$ cat src/rtl/demux_scheduler.sv
// demux_scheduler: credit-based dispatch controller for a 4-way 32-bit output demux.
// Accepts one word at a time into a holding register. It picks an output lane either
// round-robin or from an explicit destination, then drives the demux for one cycle.
// Optional per-lane dispatch counters are enabled by defining DEMUX_SCHED_STATS_EN.
module demux_scheduler #(
   parameter int unsigned CREDITS = 4,
   parameter int unsigned CW      = $clog2(CREDITS + 1)
) (
   input  logic        clk,
   input  logic        rst_n,
   input  logic        in_valid,
   output logic        in_ready,
   input  logic [31:0] in_data,
   input  logic [1:0]  in_dest,
   input  logic        mode,
   input  logic [3:0]  credit_ret,
   output logic [31:0] demux_data,
   output logic [1:0]  demux_sel,
   output logic        demux_en,
   output logic [3:0]  lane_valid,
   output logic        credit_err,
   output logic [63:0] lane_count
);

   typedef enum logic [1:0] {IDLE, ARB, SEND} state_t;

   state_t        state;
   logic [31:0]   hold_data;
   logic [1:0]    hold_dest;
   logic          hold_mode;
   logic [1:0]    last_grant;
   logic [CW-1:0] credit [4];

   logic [3:0]    elig_c;
   logic          gnt_ok_c;
   logic [1:0]    gnt_lane_c;
   logic [3:0]    dec_c;

   // A lane is eligible whenever it holds at least one credit
   always_comb begin
      elig_c = '0;
      for (int i = 0; i < 4; i++) begin
         elig_c[i] = (credit[i] != '0);
      end
   end

   // Lane choice: the latched destination, or the first eligible lane after last_grant
   always_comb begin
      logic [1:0] idx;
      gnt_ok_c   = 1'b0;
      gnt_lane_c = '0;
      idx        = '0;
      if (hold_mode) begin
         if (elig_c[hold_dest]) begin
            gnt_ok_c   = 1'b1;
            gnt_lane_c = hold_dest;
         end
      end else begin
         for (int k = 1; k <= 4; k++) begin
            idx = last_grant + 2'(k);
            if (!gnt_ok_c && elig_c[idx]) begin
               gnt_ok_c   = 1'b1;
               gnt_lane_c = idx;
            end
         end
      end
   end

   // Credit decrement strobe, only when a grant is actually taken in ARB
   always_comb begin
      dec_c = '0;
      if (state == ARB && gnt_ok_c) begin
         dec_c[gnt_lane_c] = 1'b1;
      end
   end

   // Per-lane credit counters with saturation at CREDITS and a sticky overflow flag
   always_ff @(posedge clk) begin
      if (!rst_n) begin
         for (int i = 0; i < 4; i++) begin
            credit[i] <= CW'(CREDITS);
         end
         credit_err <= 1'b0;
      end else begin
         for (int i = 0; i < 4; i++) begin
            case ({dec_c[i], credit_ret[i]})
               2'b10: credit[i] <= credit[i] - CW'(1);
               2'b01: begin
                  if (credit[i] == CW'(CREDITS)) begin
                     credit_err <= 1'b1;
                  end else begin
                     credit[i] <= credit[i] + CW'(1);
                  end
               end
               default: credit[i] <= credit[i];
            endcase
         end
      end
   end

   // Dispatch FSM; demux outputs are loaded on grant so they are live only during SEND
   always_ff @(posedge clk) begin
      if (!rst_n) begin
         state      <= IDLE;
         in_ready   <= 1'b1;
         hold_data  <= '0;
         hold_dest  <= '0;
         hold_mode  <= 1'b0;
         last_grant <= 2'd3;
         demux_en   <= 1'b0;
         demux_sel  <= '0;
         demux_data <= '0;
         lane_valid <= '0;
      end else begin
         demux_en   <= 1'b0;
         demux_sel  <= '0;
         demux_data <= '0;
         lane_valid <= '0;
         case (state)
            IDLE: begin
               if (in_valid) begin
                  hold_data <= in_data;
                  hold_dest <= in_dest;
                  hold_mode <= mode;
                  in_ready  <= 1'b0;
                  state     <= ARB;
               end
            end
            ARB: begin
               if (gnt_ok_c) begin
                  last_grant <= gnt_lane_c;
                  demux_en   <= 1'b1;
                  demux_sel  <= gnt_lane_c;
                  demux_data <= hold_data;
                  lane_valid <= 4'b0001 << gnt_lane_c;
                  state      <= SEND;
               end
            end
            SEND: begin
               in_ready <= 1'b1;
               state    <= IDLE;
            end
            default: begin
               in_ready <= 1'b1;
               state    <= IDLE;
            end
         endcase
      end
   end

`ifdef DEMUX_SCHED_STATS_EN
   logic [15:0] cnt [4];

   // Wrapping 16-bit dispatch counter per lane, bumped at the end of each SEND
   always_ff @(posedge clk) begin
      if (!rst_n) begin
         for (int i = 0; i < 4; i++) begin
            cnt[i] <= '0;
         end
      end else if (state == SEND && demux_en) begin
         cnt[demux_sel] <= cnt[demux_sel] + 16'd1;
      end
   end

   assign lane_count = {cnt[3], cnt[2], cnt[1], cnt[0]};
`else
   assign lane_count = '0;
`endif

endmodule
$ cat config.mk
export PLATFORM = sky130hd
export DESIGN_NAME = demux_scheduler
export DESIGN_NICKNAME = d
export VERILOG_FILES = /design/src/rtl/demux_scheduler.sv
export SDC_FILE = /design/constraint.sdc
export NUM_CORES = 1
export LEC_CHECK = 0
export CAP_MARGIN = 20
export CORE_UTILIZATION = 45
export DETAILED_ROUTE_END_ITERATION = 10
export PLACE_DENSITY = 0.88
export SETUP_SLACK_MARGIN = 0.15
export SLEW_MARGIN = 30
export SYNTH_ARGS = -nofsm -noshare
export SYNTH_HDL_FRONTEND = slang
export SYNTH_SLANG_ARGS = --single-unit
$ cat constraint.sdc
create_clock -name clk -period 4 [get_ports clk]
set_input_delay 0.6 -clock clk [delete_from_list [all_inputs] [get_ports clk]]
set_output_delay 0.6 -clock clk [all_outputs]
set_load 0.05 [all_outputs]
==> impl_metrics.json <==
{
  "width_of_the_chip_um": 99.03,
  "unrepaired_setup_endpoints_after_global_routing": "no",
  "routed-via-count": 3168,
  "drive_gt1_share_pct": 6.642,
  "gr-usage-met3_pct": 3.050,
  "dp_hpwl_um": 5998,
  "clk_pin_slew_worst_paths_ns": 0.10,
  "kind_of_cell_with_the_highest_combined_delay_on_the_critical_path": "adder cells",
  "synth_ff_type": "sky130_fd_sc_hd__dfxtp_1",
  "grt_pass1_wl_um": 12880,
  "p_per_area_mw_per_mm2": 410.7,
  "flop_and_latch_count_out_of_synthesis": 92,
  "mappedNetlistArea_mm2": 0.004237,
  "grt_use_met2_pct": 29.42,
  "start_util_pct": 46.07,
  "maxCapViolCount": 0,
  "drv_slew": 0,
  "die_area_mm2": 0.009807,
  "synthArstFlopShare_pct": 0,
  "min-delay-path-class": "flop to flop",
  "synth.yosys.seq_area_share_pct": 46.31,
  "worstMarginPinSlew_ns": 0.8271,
  "syn_avg_cell_area_um2": 9.210,
  "critical_path_class": "flop to flop",
  "utilization_pct": 55.39,
  "crit_top_cell": "sky130_fd_sc_hd__ha_1",
  "ys_warn_count": 0,
  "worst_ep_required_time_ns": 4.10,
  "worst-endpoint-arrival_ns": 3.55,
  "post_dp_area_mm2": 0.004888,
  "fin_nets": 593,
  "postRouteWirelength_um": 8118,
  "first_global_vias": 2883,
  "antenna-diode-count": 0,
  "dr.first_iter.drc_count": 140,
  "critPathSlowestCell": "sky130_fd_sc_hd__a21oi_2",
  "hold_slack_ns": 0.4536,
  "cts_resized": 0,
  "postSynthCellCount": 460,
  "startpoint_type": "flop",
  "dieHeight_um": 99.03,
  "port_buffers": 82,
  "min_period_over_period_pct": 86.26,
  "antenna_violations_before_repair": 0,
  "post_drt_via_cell_ratio": 4.851,
  "global_route.overflow_total": 0,
  "numCtsBuffers": 9,
  "cp-end-kind": "flop",
  "yosys.area.top_type": "sky130_fd_sc_hd__dfxtp_1",
  "core.rowCount": 35,
  "synthDistinctLibCells": 48,
  "worst_slack_at_placement_ns": 0.6076,
  "vdd.ir_drop.worst_v": 0.0001812,
  "gr-max-usage-layer": "met2",
  "largest_cells_by_area_after_synthesis": "sky130_fd_sc_hd__dfxtp_1 38%, sky130_fd_sc_hd__buf_4 12%, sky130_fd_sc_hd__edfxtp_1 8.5%, sky130_fd_sc_hd__nand2_1 6.6%, sky130_fd_sc_hd__a21oi_1 5.3%",
  "final_design_area_no_fill_mm2": 0.005094,
  "hold_violations": 0,
  "clock-root-buffer": "sky130_fd_sc_hd__clkbuf_8",
  "synthDominantCellAreaShare_pct": 37.80,
  "floorplan.io_pins": 147,
  "peak_clock_frequency_supported_by_timing_mhz": 289.8,
  "fp.coreArea_mm2": 0.009196,
  "cts_tree": "done",
  "layout-area-overhead-vs-synth_pct": 20.23,
  "wl_per_cell_um": 12.43,
  "cts_post_setup_buffers_inserted": 0,
  "result_of_the_run": "finished, final reports clean",
  "ant_nets": 0,
  "gp_congestion": 0.9703,
  "post-route-worst-setup-slack_ns": 0.5497,
  "max-slew-margin-rel_pct": 44.35,
  "synth_edf_count": 12,
  "fin_tns_setup_ns": 0,
  "crit_chain": "inv_1, ha_1, nand2b_1, nor3_1, o21ai_0, a21oi_2, nand3b_1, ha_1, nand3_1, fa_1, xnor2_1, nor2_1, mux2i_1",
  "critical_path.max_fanout": 14,
  "final.min_clock_period_ns": 3.450,
  "clock_insertion_delay_worst_skew_ns": 0.35,
  "clock-skew-final_ns": 0.009294,
  "remaining_drc_errors": 0,
  "cts_hold_buffers": 0,
  "final-setup-viol-count": 0,
  "clockBufferDepth": 2,
  "pin_count_of_the_biggest_net_entering_global_routing": 37,
  "drt_first_pass_iters": 4,
  "cts_max_level": 3,
  "groute.layer.met1.usage_pct": 18.81,
  "cellLeakagePower_nw": 2.052,
  "grt_usage_pct": 16.55,
  "numClockSinks": 92,
  "cp.buffers_inverters": 1,
  "cpPeakStageDelay_ns": 0.48
}
==> power by group <==
group | internal, W | switching [W]
Sequential | 0.000992 | 0.0000473
Clock | 0.000249 | 0.000355
Combinational | 0.000137 | 0.000311
==> layer usage <==
metal  up-vias  routed length (µm)
met4         0                 208
met5         -                   0
met2       171                4002
met1      1430                3281
met3        24                 626
li1       1543                   -
==> sequential cells by signal, summed over array words and instances (netlist names) <==
register,cells
hold_mode,1
hold_data,32
credit,12
lane_valid,4
credit_err,1
hold_dest,2
demux_sel,2
last_grant,2
in_ready,1
state,2
demux_en,1
demux_data,32
==> layout make-up <==
type	count	area, µm²
inverters	18	67.56
repair buffers	84	835.8
fillers	792	4103
clock inverters	7	81.33
flip-flops and latches	92	1962
multi-input cells	332	1884
well taps	111	138.9
clock buffers	9	123.9
==> cells in the final DEF, fill, tap and decap left out, drive strengths merged, types with 2 or more instances in the layout <==
cell,netlist,final
clkdlybuf4s50,0,82
dfxtp,80,80
nand2,75,75
conb,1,64
a21oi,46,46
and2,34,34
inv,18,21
nor2,16,16
nand3,12,12
edfxtp,12,12
ha,11,11
clkbuf,10,9
o21ai,8,8
nor3,8,8
nor3b,6,6
nand2b,5,5
a31oi,5,5
mux2i,4,4
clkinv,0,4
o211ai,3,3
nand3b,3,3
a21boi,3,3
xnor2,3,3
fa,3,3
nor4,3,3
or3,3,3
a211oi,3,3
nor2b,2,2
and3,2,2
buf,71,2
==> path summary, 6_finish.rpt <==
check	start	endpoint	slack [ns]	depth (start not counted)
hold / removal	hold_data[0]$_SDFFE_PN0P_	hold_data[0]$_SDFFE_PN0P_	0.45	2
hold reg to reg	hold_data[0]$_SDFFE_PN0P_	hold_data[0]$_SDFFE_PN0P_	0.45	2
setup / recovery	credit[3][0]$_DFFE_PP_	credit[1][2]$_SDFFCE_PN1P_	0.55	13
setup reg to reg	credit[3][0]$_DFFE_PP_	credit[1][2]$_SDFFCE_PN1P_	0.55	13
==> per-stage QoR <==
step	power, W	cells
2_1_floorplan	0.001451	523
3_3_place_gp	0.001488	637
3_5_place_dp	0.001506	637
4_1_cts	0.002107	653
5_1_grt	0.002192	653
6_report	0.002092	653
==> cells in the mapped netlist (2+ instances only) <==
cell and count:
sky130_fd_sc_hd__inv_1 17, sky130_fd_sc_hd__mux2i_1 4, sky130_fd_sc_hd__and2_1 34, sky130_fd_sc_hd__xnor2_1 3
sky130_fd_sc_hd__o21ai_0 8, sky130_fd_sc_hd__a21boi_0 3, sky130_fd_sc_hd__o211ai_1 3, sky130_fd_sc_hd__nand2_1 75
sky130_fd_sc_hd__clkbuf_1 10, sky130_fd_sc_hd__buf_4 66, sky130_fd_sc_hd__a21oi_1 45, sky130_fd_sc_hd__ha_1 11
sky130_fd_sc_hd__dfxtp_1 80, sky130_fd_sc_hd__nand3b_1 3, sky130_fd_sc_hd__nor3b_1 5, sky130_fd_sc_hd__and3_1 2
sky130_fd_sc_hd__nand3_1 12, sky130_fd_sc_hd__nand2b_1 5, sky130_fd_sc_hd__a211oi_2 2, sky130_fd_sc_hd__nor3_1 5
sky130_fd_sc_hd__fa_1 3, sky130_fd_sc_hd__edfxtp_1 12, sky130_fd_sc_hd__buf_1 2, sky130_fd_sc_hd__nor2_1 16
sky130_fd_sc_hd__nor2b_1 2, sky130_fd_sc_hd__a31oi_1 5, sky130_fd_sc_hd__or3_4 2, sky130_fd_sc_hd__nor3_4 3
sky130_fd_sc_hd__buf_2 2, sky130_fd_sc_hd__nor4_2 2
==> logic make-up after synthesis <==
kind of cell | count (synthesis) | share of synthesized area, %
other | 1 | 0.08852
adder cells (fa/ha/maj) | 14 | 4.666
buffers and inverters | 99 | 14.86
XOR/XNOR | 3 | 0.6203
AO/OA/AOI/OAI | 75 | 11.25
flip-flops | 92 | 46.31
multiplexers | 4 | 0.9451
AND/OR/NAND/NOR | 172 | 21.26
==> tightest hold or removal path, delay by kind of cell, from the launching register on <==
kind            cells  cell delay [ns]
compound gates      1             0.05
flops               1             0.31
simple gates        1             0.05
Note: power is estimated with default switching activity, not from simulation.
